[src/rtl/dpi_luma_crop.sv]
// DPI capture front end: RGB666 pixels to 0..11 luma, cropped to a
// fixed window, re-emitted as the de/vsync/data stream for the sampler.
module dpi_luma_crop #(
    parameter int H_START  = 0,
    parameter int H_ACTIVE = 160,
    parameter int V_START  = 0,
    parameter int V_ACTIVE = 144,
    parameter int VS_POL   = 1,
    parameter int INVERT   = 0
) (
    input  logic       rst,
    input  logic       rgb_clk,
    input  logic       raw_de,
    input  logic       raw_vsync,
    input  logic [5:0] raw_r,
    input  logic [5:0] raw_g,
    input  logic [5:0] raw_b,
    output logic       rgb_de,
    output logic       rgb_vsync,
    output logic [3:0] rgb_data,
    output logic       short_frame
);

    localparam int H_END = H_START + H_ACTIVE;
    localparam int V_END = V_START + V_ACTIVE;

    logic        vs_n;
    logic        de_fall;
    logic        vs_rise;
    logic        h_ok;
    logic        v_ok;
    logic        v_below;
    logic        in_win;

    logic [10:0] hcnt_q, hcnt_d;
    logic [9:0]  vcnt_q, vcnt_d;
    logic        de_prev_q;
    logic        vs_prev_q;
    logic        short_q, short_d;

    logic [7:0]  sum1_q, sum1_d;
    logic        de1_q;
    logic        vs1_q;

    logic [9:0]  prod;
    logic [3:0]  luma_raw;
    logic [3:0]  luma;
    logic [3:0]  data_q, data_d;
    logic        de2_q;
    logic        vs2_q;

    assign vs_n    = (VS_POL != 0) ? raw_vsync : !raw_vsync;
    assign de_fall = de_prev_q & !raw_de;
    assign vs_rise = vs_n & !vs_prev_q;

    // Window test uses the counters before this cycle's update, so the
    // pixel on the bus is indexed by the pre-increment hcnt.
    assign h_ok    = (int'(hcnt_q) >= H_START) && (int'(hcnt_q) < H_END);
    assign v_ok    = (int'(vcnt_q) >= V_START) && (int'(vcnt_q) < V_END);
    assign v_below = int'(vcnt_q) < V_END;
    assign in_win  = raw_de & !vs_n & h_ok & v_ok;

    // Pixel/line counters and the sticky short-frame detector.
    always_comb begin
        hcnt_d  = '0;
        vcnt_d  = vcnt_q;
        short_d = short_q;
        if (raw_de) begin
            hcnt_d = (&hcnt_q) ? hcnt_q : hcnt_q + 11'd1;
        end
        if (vs_n) begin
            vcnt_d = '0;
        end else if (de_fall && !(&vcnt_q)) begin
            vcnt_d = vcnt_q + 10'd1;
        end
        if (vs_rise && v_below && (vcnt_q != '0)) begin
            short_d = 1'b1;
        end
    end

    // Weighted sum r+2g+b fits in 8 bits (max 252).
    assign sum1_d = {2'b00, raw_r} + {1'b0, raw_g, 1'b0} + {2'b00, raw_b};

    // Scale 0..252 onto 0..11 as (sum*3)>>6.
    assign prod     = {2'b00, sum1_q} + {1'b0, sum1_q, 1'b0};
    assign luma_raw = 4'(prod >> 6);
    assign luma     = (INVERT != 0) ? 4'd11 - luma_raw : luma_raw;
    assign data_d   = de1_q ? luma : 4'd0;

    // Counter and edge-detect state.
    always_ff @(posedge rgb_clk or posedge rst) begin
        if (rst) begin
            hcnt_q    <= '0;
            vcnt_q    <= '0;
            de_prev_q <= 1'b0;
            vs_prev_q <= 1'b0;
            short_q   <= 1'b0;
        end else begin
            hcnt_q    <= hcnt_d;
            vcnt_q    <= vcnt_d;
            de_prev_q <= raw_de;
            vs_prev_q <= vs_n;
            short_q   <= short_d;
        end
    end

    // Two-stage pipeline: stage 1 sum/flags, stage 2 luma and outputs.
    always_ff @(posedge rgb_clk or posedge rst) begin
        if (rst) begin
            sum1_q <= '0;
            de1_q  <= 1'b0;
            vs1_q  <= 1'b0;
            data_q <= '0;
            de2_q  <= 1'b0;
            vs2_q  <= 1'b0;
        end else begin
            sum1_q <= sum1_d;
            de1_q  <= in_win;
            vs1_q  <= vs_n;
            data_q <= data_d;
            de2_q  <= de1_q;
            vs2_q  <= vs1_q;
        end
    end

    assign rgb_de      = de2_q;
    assign rgb_vsync   = vs2_q;
    assign rgb_data    = data_q;
    assign short_frame = short_q;

endmodule

[config.mk]
export PLATFORM = sky130hd
export DESIGN_NAME = dpi_luma_crop
export DESIGN_NICKNAME = d
export VERILOG_FILES = /design/src/rtl/dpi_luma_crop.sv
export SDC_FILE = /design/constraint.sdc
export NUM_CORES = 1
export LEC_CHECK = 0
export ABC_AREA = 1
export CORE_UTILIZATION = 58
export CTS_BUF_LIST = sky130_fd_sc_hd__clkbuf_4
export CTS_CLUSTER_SIZE = 24
export DETAILED_ROUTE_END_ITERATION = 8
export GPL_TIMING_DRIVEN = 0
export HOLD_SLACK_MARGIN = 0.1
export PLACE_DENSITY = 0.82
export SLEW_MARGIN = 25
export SYNTH_ARGS = -nofsm -noshare
export SYNTH_HDL_FRONTEND = slang
export SYNTH_SLANG_ARGS = --single-unit
[constraint.sdc]
create_clock -name rgb_clk -period 1.4 [get_ports rgb_clk]
set_input_delay 0.42 -clock rgb_clk [delete_from_list [all_inputs] [get_ports rgb_clk]]
set_output_delay 0.42 -clock rgb_clk [all_outputs]
set_load 0.02 [all_outputs]
### Yosys cells after proc, flatten, opt, wreduce, memory -nomap -nowiden

Index checks and enable logic that the tools add are counted.
Widths: inputs -> output; s select.

| word-level totals | value |
|---|---|
| flip-flop bits (word level) | 39 |
| bits in latches | 0 |
| memory bits (writable) | 0 |
| bits in read-only memories | 0 |
| memories | 0 |

| operators by class | value |
|---|---|
| add/subtract/negate cells | 5 |
| $mul | 0 |
| div/mod/pow operators | 0 |
| order comparisons | 2 |
| eq/ne operators | 1 |
| shift-type cells | 0 |
| multiplexer cells | 5 |
| bitwise operators | 5 |
| reduce and logical (&&, ||, !) cells | 11 |

Operator list:

| operator | count |
|---|---|
| $mux 11 | 2 |
| $mux 10 | 2 |
| $add 11x1->11 const B | 1 |
| $lt 11x8->1 const B | 1 |
| $reduce_and 11->1 | 1 |
| $add 10x1->10 const B | 1 |
| $add 8x9->10 | 1 |
| $lt 10x8->1 const B | 1 |
| $reduce_and 10->1 | 1 |
| $reduce_bool 10->1 | 1 |
| $add 6x7->8 | 1 |
| $add 8x6->8 | 1 |
| $and 1x1->1 | 5 |
| $logic_not 1->1 | 4 |
| $mux 4 | 1 |
| $logic_and 1x1->1 | 3 |
| $ne 2x2->1 const B | 1 |
| $reduce_bool 2->1 | 1 |

### Depth between registers and ports, before layout

Gate-level depths: netlist of the first run.

| logic depth | value |
|---|---|
| word-level depth | 5 |
| depth in mapped cells | 10 |

### Least setup slack after synthesis of the first run

Ideal clock, no wire load.

| path | value |
|---|---|
| path kind | input -> register |
| from | in raw_r[1] |
| to | reg sum1_q[7] |
| library setup time | 0.124 ns |
| arrival | 1.934 ns |
| data required time | 1.276 ns |
| setup slack | -0.658 ns |
| stages | 9 |
| path buffers | 0 |
| cells stage by stage | inv_1 > fa_1 > inv_1 > ha_1 > fa_1 > nand3_1 > nand2_1 > a21oi_1 > o21bai_1 |

| between the ends | value |
|---|---|
| word-level cells in the longest chain between the ends | 2 |

Ends and longest elaborated chain:

| what | line | RTL |
|---|---|---|
| from (decl) | 15 | `input logic [5:0] raw_r,` |
| $add 6x7->8 | 82 | `assign sum1_d = {2'b00, raw_r} + {1'b0, raw_g, 1'b0} + {2'b00, raw_b};` |
| $add 8x6->8 | 82 |  |
| via sum1_d[7] | 41 | `logic [7:0] sum1_q, sum1_d;` |
| to (signal assigned) | 117 | `sum1_q <= sum1_d;` |
| to (decl) | 41 |  |

The timed path passes the listed nets, and every way through them passes these cells.
A chain may end at the register's enable or synchronous reset.

### Worst setup path in the final report of the first run

| path | value |
|---|---|
| from | in raw_g[0] |
| to | reg sum1_q[7] |

| between the ends | value |
|---|---|
| word-level cells in the longest chain between the ends | 2 |

Ends and longest elaborated chain:

| what | line | RTL |
|---|---|---|
| from (decl) | 16 | `input logic [5:0] raw_g,` |
| $add 6x7->8 | 82 |  |
| $add 8x6->8 | 82 |  |
| via sum1_d[7] | 41 |  |

The timed path passes the listed nets, and every way through them passes these cells.

==> metrics.log, run 1 <==
[metrics] worst setup slack after layout: -470 ps
[metrics] CTS Root Cell: clkbuf_4
[metrics] peak supply drop: between 0.7 and 0.8 mV
[metrics] Top FF cell, synth: dfrtp_1
[metrics] Placeable Area: between 0.004 and 0.005 sq mm
[metrics] Max-Cap Viols: 0
[metrics] RSZ-0062 raised after global routing: true
[metrics] total global-route track usage: 24.9%
[metrics] Hold/Removal Path Class: primary input to asynchronous set/reset pin
[metrics] library cell with the largest summed area after synthesis: dfrtp_1
[metrics] post-DR vias/cell: approximately 5.8
[metrics] FILL cells: ~230
[metrics] outcome: finished, violations left
[metrics] routed vias: approximately 2400
[metrics] number of CTS-inserted buffers: 5
[metrics] leak pwr: 1.68 nW
[metrics] Total Nets Final: 413
[metrics] aggregate negative setup slack: -1980 ps
[metrics] Final Skew: 22.6 ps
[metrics] global-route wire length before repair: 8.42 mm
[metrics] period utilization: 134%
[metrics] Final Instance Count excl. Fillers: roughly 420
[metrics] horizontal die dimension: between 60 and 70 um
[metrics] TritonCTS clock tree: done
[metrics] maximum buffer depth of the clock tree: 2
[metrics] count of final hold-check violations: 0
[metrics] total power divided by cell area: approximately 1100 mW/mm^2
[metrics] fraction of post-synthesis cell area in the top cell type by area: between 30% and 40%
[metrics] Tightest Pin Transition: 382 ps
[metrics] port buffer count: 28
[metrics] GR Overflow Total: 0
[metrics] fin util: 84.0%
[metrics] failing checks: negative setup slack
[metrics] Design Power: between 3 and 4 mW
[metrics] achievable clock frequency: 0.535 GHz
[metrics] number of buffers added to fix hold violations after cts: 0
[metrics] post-layout min period: 1870 ps
[metrics] crit path capture type: flop
[metrics] number of distinct library cells after synthesis: 30
[metrics] number of antenna violations at the first check in global routing: 0
[metrics] worst slew slack as a fraction of its limit: roughly 75%
[metrics] clock-pin slew on the worst setup and hold paths: roughly 130 ps
[metrics] effective utilization at floorplan: about three fifths
[metrics] via count of the first global-routing pass: approximately 2100
[metrics] Cell Rows: 23
[metrics] netlist area before placement: between 0.002 and 0.0025 sq mm
[metrics] Placed Instance Area: roughly 0.0028 sq mm
[metrics] maximum number of pins on one net before global-route repair: 34
[metrics] Final ANT Viol Nets: 0
[metrics] worst slack on hold paths: between 200 and 300 ps
[metrics] insertion delay to the later sink of the worst-skew pair: 350 ps
[metrics] maximum fanout along the worst path: 2
[metrics] data arrival time of the worst path: between 2000 and 2500 ps
[metrics] H-tree depth: 2
[metrics] DPL Wire Length: approximately 3.5 mm
[metrics] Iteration-0 DRC Markers: between 200 and 250
[metrics] first drt pass iteration count: 5
[metrics] count of final setup violators: 11
[metrics] remaining design rule violation count: 0
[metrics] Mapped Nets: between 300 and 400
[metrics] Syn Area/Cell: ~8 sq um
[metrics] footprint of the multi-input gates: 0.00167 sq mm
[metrics] Layout area overhead: 37.9%
[metrics] count of pins on the block boundary: 29
[metrics] required time of the critical path: between 1500 and 2000 ps
[metrics] total instance count after detailed placement: 390
[metrics] area enclosed by the die boundary: about 0.0045 sq mm
[metrics] mean routed wirelength per cell: roughly 16 um
[metrics] pre-CTS setup slack: -1270 ps
[metrics] Synth Instances: around 310
[metrics] clock sinks: 39
[metrics] largest cells by area after synthesis: dfrtp_1, nand2_1, ha_1
[metrics] Post-synth EDFFs: 0
[metrics] top library cells by usage in the layout, fill and taps aside: nand2_1, inv_1, dfrtp_1, nor2_1, nand3_1
[metrics] Synth async-reset ratio: 100%
[metrics] most common cell after layout, fill and taps aside: nand2_1
[metrics] total non-filler cell area in the finished layout: 0.00338 sq mm
[metrics] Warnings, synthesis: 0
[metrics] global placement routability congestion: 0.877
[metrics] Setup Crit Path Kind: primary input to flop
[metrics] number of synthesized register bits: 39
[metrics] part of the Yosys area used for sequential elements: about two fifths
[metrics] die extent in y: between 60 and 70 um
[metrics] number of antenna cells inserted: 0
[metrics] fraction of final layout cells with drive strength greater than 1: 32.8%
[metrics] crit path launch type: primary input
[metrics] Final Max Slew Viols: 0
[metrics] post-detailed-routing wire length: ~6.6 mm
[metrics] area taken by flip-flops and latches: 976 sq um
==> flip-flops by register name (all words and copies together) (netlist names) <==
signal / cells
sum1_q: 8
de1_q: 1
hcnt_q: 11
de_prev_q: 1
rgb_vsync: 1
vs1_q: 1
vcnt_q: 10
rgb_de: 1
short_frame: 1
rgb_data: 4
==> logic make-up after synthesis <==
| logic type | synth area share (%) |
|---|---|
| compound gates | 5.81 |
| simple gates | 31.1 |
| xor+xnor | 1.78 |
| fa+ha+maj | 13.6 |
| buf+inv | 7.96 |
| flops | 39.8 |
==> critical path, cell delays in order <==
cell	delay, ps
buf_6	70
inv_2	30
fa_1	560
inv_2	50
ha_4	160
fa_2	370
nand3_2	80
nand2_2	70
a21oi_2	150
o21bai_1	120
==> cell usage after synthesis (2+ instances only) <==
library cell / count
nand3_1: 33
dfrtp_1: 39
clkbuf_1: 2
nor3_1: 6
o21ai_0: 3
fa_1: 6
inv_2: 2
nand4_1: 6
o21ai_1: 2
inv_1: 48
nor2_4: 2
ha_1: 17
o21bai_1: 2
nor2_1: 31
a21oi_1: 16
xor2_1: 4
nand2_2: 2
nand2_1: 78
==> area by class of cell <==
cell class              instances  share of cell area, %
repair buffers                 48                   12.1
multi-input cells             222                   49.4
inverters                      50                   5.99
clock buffers                   6                   1.33
clock inverters                 2                  0.222
plain buffers                   2                  0.296
flip-flops and latches         39                   28.8
well taps                      50                   1.85
==> power breakdown <==
part | internal, mW | leakage (nW) | switching [mW] | total, mW
registers | 1.24 | 0.507 | 0.133 | 1.37
logic | 0.781 | 1.14 | 0.967 | 1.75
clock network | 0.206 | 0.0307 | 0.369 | 0.575
==> layer usage <==
layer  wire length (um)  track usage (%)  vias to the layer above
met5                  0                0                        -
met3                411             4.45                       24
li1                   -                -                     1108
met2               3450             44.6                      150
met1               2560             29.5                     1164
met4                163             8.51                        0
==> what timing repair did <==
action                     4_1_cts  5_1_grt
setup buffers                    9       11
resized for setup               86       73
pin swaps                       19       39
setup endpoints to repair       34       31
gates cloned                     0        2
==> final timing paths <==
path	to	slack (ps)	startpoint	cells after the start
worst max-delay path	sum1_q[7]$_DFF_PP0_	-470	raw_g[0]	10
worst min-delay path	hcnt_q[2]$_DFFE_PP0P_	260	rst	2
worst max register to register	rgb_data[2]$_DFF_PP0_	-90	sum1_q[6]$_DFF_PP0_	9
worst min register to register	rgb_vsync$_DFF_PP0_	390	vs1_q$_DFF_PP0_	0
max in group asynchronous	vcnt_q[7]$_DFFE_PP0P_	710	rst	3
min in group rgb_clk	rgb_vsync$_DFF_PP0_	390	vs1_q$_DFF_PP0_	0
No activity file was read; power rests on OpenSTA's default activity.
==> run 2, diff against run 1 <==
--- a/config.mk
+++ b/config.mk
@@ -7,7 +7,7 @@
 export LEC_CHECK = 0
 export ABC_AREA = 1
 export CORE_UTILIZATION = 58
-export CTS_BUF_LIST = sky130_fd_sc_hd__clkbuf_4
+export CTS_BUF_LIST = sky130_fd_sc_hd__clkbuf_4 sky130_fd_sc_hd__clkbuf_8
 export CTS_CLUSTER_SIZE = 24
 export DETAILED_ROUTE_END_ITERATION = 8
 export GPL_TIMING_DRIVEN = 0
==> run 2 against run 1 <==
Net effect:
- the run still ends with negative setup slack left
- clock skew shrank 10 ps
- sequential power barely moved
- die area unchanged
- sequential share of layout area decreased by 0.24 points
- via count fell by 3.5%
- worst hold slack gained 69 ps
- global-route usage up 0.44 points
- total power increased by 7.9%
- fmax decreased by 0.14%
- cell area is 0.85% higher
- combinational power about the same
- largest power group unchanged
==> metrics.log, run 2 (synthesis results as in run 1) <==
[metrics] clock sinks: 39 (unchanged)
[metrics] number of antenna cells inserted: 0 (unchanged)
[metrics] post-layout min period: 1870 ps (+2.57 ps)
[metrics] failing checks: negative setup slack
[metrics] mean routed wirelength per cell: 15.9 um (+1.1%)
[metrics] top library cells by usage in the layout, fill and taps aside: nand2_1, inv_1, dfrtp_1, nor2_1, nand3_1
[metrics] fraction of final layout cells with drive strength greater than 1: 30.2% (-2.6 points)
[metrics] total non-filler cell area in the finished layout: 0.00341 sq mm (+0.85%)
[metrics] maximum number of pins on one net before global-route repair: 34 (unchanged)
[metrics] Iteration-0 DRC Markers: 277 (+18%)
[metrics] worst slack on hold paths: 328 ps (+69.0 ps)
[metrics] insertion delay to the later sink of the worst-skew pair: 290 ps (-60 ps)
[metrics] number of buffers added to fix hold violations after cts: 0 (unchanged)
[metrics] total power divided by cell area: 1170 mW/mm^2 (+7.0%)
[metrics] Layout area overhead: 39.1%
[metrics] count of pins on the block boundary: 29 (unchanged)
[metrics] largest registers: hcnt_q: 11 flops, vcnt_q: 10 flops, sum1_q: 8 flops
[metrics] number of antenna violations at the first check in global routing: 0 (unchanged)
[metrics] H-tree depth: 2 (unchanged)
[metrics] total global-route track usage: 25.4% (+0.44 points)
[metrics] post-detailed-routing wire length: 6.58 mm (about the same)
[metrics] routed vias: 2360 (-3.5%)
[metrics] via count of the first global-routing pass: 2088 (+1.2%)
[metrics] Final Skew: 12.2 ps (-10.4 ps)
[metrics] data arrival time of the worst path: 2040 ps (-40 ps)
[metrics] worst slew slack as a fraction of its limit: 72.8% (-1.7 points)
[metrics] post-DR vias/cell: 5.70 (-2.4%)
[metrics] number of CTS-inserted buffers: 5 (unchanged)
[metrics] crit path capture type: flop
[metrics] Cell Rows: 23 (unchanged)
[metrics] largest register by flop count: hcnt_q
[metrics] die extent in y: 67.0 um (unchanged)
[metrics] flip-flop count of the largest register after layout: 11 (unchanged)
[metrics] RSZ-0062 raised after global routing: true
[metrics] Final Max Slew Viols: 0 (unchanged)
[metrics] clock-pin slew on the worst setup and hold paths: 80 ps (-50 ps)
[metrics] maximum buffer depth of the clock tree: 2 (unchanged)
[metrics] maximum fanout along the worst path: 2 (unchanged)
[metrics] Total Nets Final: 408 (-1.2%)
[metrics] reg-to-reg critical path startpoint: sum1_q[6]$_DFF_PP0_
[metrics] pre-CTS setup slack: -1270 ps (unchanged)
[metrics] Placeable Area: 0.00403 sq mm (unchanged)
[metrics] horizontal die dimension: 67.0 um (unchanged)
[metrics] global-route wire length before repair: 8.58 mm (+1.9%)
[metrics] crit path launch type: primary input
[metrics] leak pwr: 1.68 nW (+0.53%)
[metrics] required time of the critical path: 1570 ps (-40 ps)
[metrics] effective utilization at floorplan: 60.9% (unchanged)
[metrics] area enclosed by the die boundary: 0.00449 sq mm (unchanged)
[metrics] Final ANT Viol Nets: 0 (unchanged)
[metrics] count of final hold-check violations: 0 (unchanged)
[metrics] count of final setup violators: 9 (-2)
[metrics] TritonCTS clock tree: done
[metrics] Tightest Pin Transition: 405 ps (+23.6 ps)
[metrics] FILL cells: 215 (-4.4%)
[metrics] Placed Instance Area: 0.00284 sq mm (unchanged)
[metrics] DPL Wire Length: 3.53 mm (unchanged)
[metrics] area taken by flip-flops and latches: 976 sq um (unchanged)
[metrics] Hold/Removal Path Class: primary input to asynchronous set/reset pin
[metrics] CTS Root Cell: clkbuf_8
[metrics] worst setup slack after layout: -473 ps (-2.57 ps)
[metrics] port buffer count: 28 (unchanged)
[metrics] achievable clock frequency: 0.534 GHz (-0.14%)
[metrics] period utilization: 134% (+0.18 points)
[metrics] outcome: finished, violations left
[metrics] remaining design rule violation count: 0 (unchanged)
[metrics] footprint of the multi-input gates: 0.00167 sq mm (about the same)
[metrics] peak supply drop: 0.657 mV (-7.0%)
[metrics] crit path from: raw_b[1]
[metrics] first drt pass iteration count: 4 (-1)
[metrics] Setup Crit Path Kind: primary input to flop
[metrics] most common cell after layout, fill and taps aside: nand2_1
[metrics] GR Overflow Total: 0 (unchanged)
[metrics] global placement routability congestion: 0.877 (unchanged)
[metrics] Max-Cap Viols: 0 (unchanged)
run 2: changes by cell type in the layout (fill, tap and decap cells not counted), sizes merged:
cell	delta
buf	-12
clkbuf	+4
clkdlybuf4s15	+5
clkinv	-2
dlygate4sd2	+1
dlymetal6s2s	-1
run 2: final timing paths:
check                                        endpoint  slack, ps  depth (start not counted)
max in group asynchronous         sum1_q[0]$_DFF_PP0_        660                          3
min in group rgb_clk              rgb_vsync$_DFF_PP0_        380                          0
worst max-delay path              sum1_q[7]$_DFF_PP0_       -470                         10
worst max register to register  rgb_data[2]$_DFF_PP0_       -120                          9
worst min-delay path            hcnt_q[2]$_DFFE_PP0P_        330                          2
worst min register to register    rgb_vsync$_DFF_PP0_        380                          0
run 2: worst max-delay path, cell delays in order:
cell      delay, ps
buf_8            80
inv_8            20
fa_1            550
inv_2            60
ha_4            160
fa_2            350
nand3_2          80
nand2_2          80
a21oi_2         150
o21bai_1         70
run 2: metrics by stage:
step | power [mW] | setup TNS, ps | std cells | util, %
floorplan | 2.15 | -2510 | 311 | -
global placement | 2.42 | -40490 | 389 | 69.9
detailed placement | 2.49 | -14370 | 390 | 70.4
CTS | 3.45 | -1580 | 406 | 76.3
global route | 4.21 | -3280 | 414 | 84.7
finish | 3.99 | -2080 | 414 | 84.7
run 2: where the power goes:
group,switching [mW],total (mW),internal [mW]
logic,0.969,1.75,0.786
clock network,0.391,0.860,0.469
registers,0.132,1.37,1.24
run 2: final cells by class:
cell class	instances	area share, %
multi-input combinational	222	49.0
sequential	39	28.6
timing repair buffer	43	11.2
inverter	50	5.94
clock buffer	8	3.04
tap	50	1.83
buffer	2	0.367
run 2: timing repair:
item / 4_1_cts / 5_1_grt
setup endpoints to repair: 35 / 34
cloned: 0 / 2
resized for setup: 75 / 69
setup buffers: 8 / 6
pin swaps: 19 / 26
run 2: layer usage:
layer | global-route usage, % | wire length (um)
met1 | 29.7 | 2460
met5 | 0 | 0
met2 | 46.6 | 3480
met3 | 4.79 | 393
met4 | 6.38 | 242
==> run 3, diff against run 2 <==
--- a/config.mk
+++ b/config.mk
@@ -6,13 +6,15 @@
 export NUM_CORES = 1
 export LEC_CHECK = 0
 export ABC_AREA = 1
-export CORE_UTILIZATION = 58
+export CELL_PAD_IN_SITES_DETAIL_PLACEMENT = 0
+export CELL_PAD_IN_SITES_GLOBAL_PLACEMENT = 1
+export CORE_UTILIZATION = 43
 export CTS_BUF_LIST = sky130_fd_sc_hd__clkbuf_4 sky130_fd_sc_hd__clkbuf_8
 export CTS_CLUSTER_SIZE = 24
 export DETAILED_ROUTE_END_ITERATION = 8
 export GPL_TIMING_DRIVEN = 0
 export HOLD_SLACK_MARGIN = 0.1
-export PLACE_DENSITY = 0.82
+export PLACE_DENSITY_LB_ADDON = 0.1
 export SLEW_MARGIN = 25
 export SYNTH_ARGS = -nofsm -noshare
 export SYNTH_HDL_FRONTEND = slang
==> run 3 against run 2 <==
Net effect:
- the flow still finishes with violations (negative setup slack)
- count of clock-buffer cells in the layout down 3
- largest power group unchanged
- critical endpoint unchanged
- first-iteration DRC count down 71%
- combinational power down 15%
- global-route usage down 7.6 points
- critical path depth unchanged
==> metrics.log, run 3 (synthesis results as in run 1) <==
[metrics] Final Skew: 14.5 ps (+2.31 ps)
[metrics] most common cell after layout, fill and taps aside: nand2_1
[metrics] Total Nets Final: 408 (unchanged)
[metrics] Tightest Pin Transition: 394 ps (-11.0 ps)
[metrics] worst slew slack as a fraction of its limit: 73.6% (+0.74 points)
[metrics] total global-route track usage: 17.7% (-7.6 points)
[metrics] DR top layer: met4
[metrics] clock-pin slew on the worst setup and hold paths: 80 ps (about the same)
[metrics] aggregate negative setup slack: -1410 ps (+670 ps)
[metrics] H-tree depth: 2 (unchanged)
[metrics] leak pwr: 1.71 nW (+1.3%)
[metrics] Setup Crit Path Kind: primary input to flop
[metrics] via count of the first global-routing pass: 1922 (-8.0%)
[metrics] area enclosed by the die boundary: 0.00601 sq mm (+34%)
[metrics] Reg-to-Reg End: vcnt_q[3]$_DFFE_PP0P_
[metrics] routed vias: 2060 (-13%)
[metrics] largest register by flop count: hcnt_q
[metrics] Max-Cap Viols: 0 (unchanged)
[metrics] number of CTS-inserted buffers: 5 (unchanged)
[metrics] count of final setup violators: 7 (-2)
[metrics] count of final hold-check violations: 0 (unchanged)
[metrics] GR Overflow Total: 0 (unchanged)
[metrics] Met1 Wirelength: 2.44 mm (-0.93%)
[metrics] Design Power: 3.99 mW (about the same)
[metrics] Final Max Slew Viols: 0 (unchanged)
[metrics] reg-to-reg critical path startpoint: vcnt_q[1]$_DFFE_PP0P_
[metrics] top library cells by usage in the layout, fill and taps aside: nand2_1, inv_1, dfrtp_1, nor2_1, nand3_1
[metrics] total power divided by cell area: 1180 mW/mm^2 (+0.76%)
[metrics] Cell Rows: 27 (+17%)
[metrics] Placed Instance Area: 0.00286 sq mm (+0.97%)
[metrics] horizontal die dimension: 77.5 um (+16%)
[metrics] crit path launch type: primary input
[metrics] period utilization: 126% (-7.4 points)
[metrics] routed wire length on met3: 137 um (-65%)
[metrics] DPL Wire Length: 3.49 mm (-1.1%)
[metrics] number of antenna cells inserted: 0 (unchanged)
[metrics] Final ANT Viol Nets: 0 (unchanged)
[metrics] mean routed wirelength per cell: 11.6 um (-27%)
[metrics] global placement routability congestion: 0.735 (-16%)
[metrics] die extent in y: 77.5 um (+16%)
[metrics] remaining design rule violation count: 0 (unchanged)
[metrics] maximum fanout along the worst path: 2 (unchanged)
[metrics] count of pins on the block boundary: 29 (unchanged)
[metrics] FILL cells: 467 (+120%)
[metrics] CTS Root Cell: clkbuf_8
[metrics] Placeable Area: 0.00551 sq mm (+37%)
[metrics] pre-CTS setup slack: -1260 ps (+3.29 ps)
[metrics] achievable clock frequency: 0.565 GHz (+5.9%)
[metrics] RSZ-0062 raised after global routing: true
[metrics] effective utilization at floorplan: 44.6% (-16 points)
[metrics] Iteration-0 DRC Markers: 79 (-71%)
[metrics] Hold/Removal Path Class: primary input to asynchronous set/reset pin
[metrics] data arrival time of the worst path: 1940 ps (-100 ps)
[metrics] worst setup slack after layout: -369 ps (+104 ps)
[metrics] total instance count after detailed placement: 412 (+5.6%)
[metrics] R2R depth: 8 (-1)
[metrics] outcome: finished, violations left
[metrics] maximum number of pins on one net before global-route repair: 31 (-8.8%)
[metrics] Final Instance Count excl. Fillers: 436 (+5.3%)
[metrics] post-detailed-routing wire length: 5.05 mm (-23%)
[metrics] required time of the critical path: 1570 ps (about the same)
[metrics] register-to-register setup slack: -10 ps (+110 ps)
[metrics] failing checks: negative setup slack
[metrics] flip-flop count of the largest register after layout: 11 (unchanged)
[metrics] post-DR vias/cell: 4.72 (-17%)
[metrics] global-route wire length before repair: 8.37 mm (-2.5%)
[metrics] largest registers: hcnt_q: 11 flops, vcnt_q: 10 flops, sum1_q: 8 flops
[metrics] TritonCTS clock tree: done
[metrics] crit path capture type: flop
[metrics] Layout area overhead: 38.1%
[metrics] port buffer count: 28 (unchanged)
[metrics] peak supply drop: 0.754 mV (+15%)
[metrics] insertion delay to the later sink of the worst-skew pair: 300 ps (about the same)
[metrics] post-layout min period: 1770 ps (-104 ps)
[metrics] total length of routed met2 wires: 2.41 mm (-31%)
[metrics] maximum buffer depth of the clock tree: 2 (unchanged)
[metrics] clock sinks: 39 (unchanged)
[metrics] fraction of final layout cells with drive strength greater than 1: 28.6% (-1.6 points)
[metrics] first drt pass iteration count: 4 (unchanged)
[metrics] total non-filler cell area in the finished layout: 0.00339 sq mm (-0.70%)
[metrics] number of antenna violations at the first check in global routing: 0 (unchanged)
[run 3: cell count changes in the layout (fill, tap and decap cells not counted), moves of 3 or more]
cell,delta
buf_2,+3
dlygate4sd2_1,-3
ha_4,-3
nand2_2,-3
[run 3: metal layers]
layer,GRT usage [%],vias up
li1,-,1094
met1,22.7,925
met2,29.8,33
met3,3.41,8
met4,6.23,0
met5,0,-
[run 3: how the worst max path moves through the flow]
| stage | from | end | slack, ps | depth (start not counted) |
|---|---|---|---|---|
| 2_1_floorplan | raw_b[1] | sum1_q[7]$_DFF_PP0_ | -580 | 9 |
| 3_3_place_gp | raw_b[1] | sum1_q[7]$_DFF_PP0_ | -1240 | 10 |
| 3_5_place_dp | raw_b[1] | sum1_q[7]$_DFF_PP0_ | -1260 | 10 |
| 4_1_cts | raw_b[1] | sum1_q[7]$_DFF_PP0_ | -370 | 10 |
| 5_1_grt | raw_b[1] | sum1_q[7]$_DFF_PP0_ | -430 | 10 |
| 6_report | raw_b[1] | sum1_q[7]$_DFF_PP0_ | -370 | 10 |
[run 3: where the power goes]
| part | switching, mW | internal, mW |
|---|---|---|
| registers | 0.122 | 1.24 |
| clock network | 0.425 | 0.724 |
| logic | 0.783 | 0.696 |
| total | 1.33 | 2.66 |
[run 3: worst max-delay path: stages]
cell	delay, ps
buf_8	80
inv_8	20
fa_1	530
inv_1	40
ha_2	170
fa_2	340
nand3_2	70
nand2_2	60
a21oi_2	120
o21bai_1	70
[run 3: cell type report]
type	instances	area [sq um]	area share [%]
timing repair buffer	44	383	11.3
clock inverter	3	71.3	2.10
clock buffer	5	68.8	2.03
buffer	2	12.5	0.369
sequential	39	976	28.8
multi-input combinational	221	1580	46.8
tap	72	90.1	2.66
inverter	50	203	5.98
[run 3: metrics by stage]
stage | hold slack [ps] | util (%)
2_1_floorplan | 354 | -
3_3_place_gp | 391 | 51.6
3_5_place_dp | 386 | 52.0
4_1_cts | 370 | 56.9
5_1_grt | 389 | 61.5
6_report | 369 | 61.5
[run 3: repair_timing]
item	4_1_cts	5_1_grt
gates cloned	0	1
setup buffers	8	7
pin swaps	21	24
gates resized for setup	85	50
hold buffers	0	0
endpoints found under the hold margin	0	0
endpoints found under the setup margin	35	32
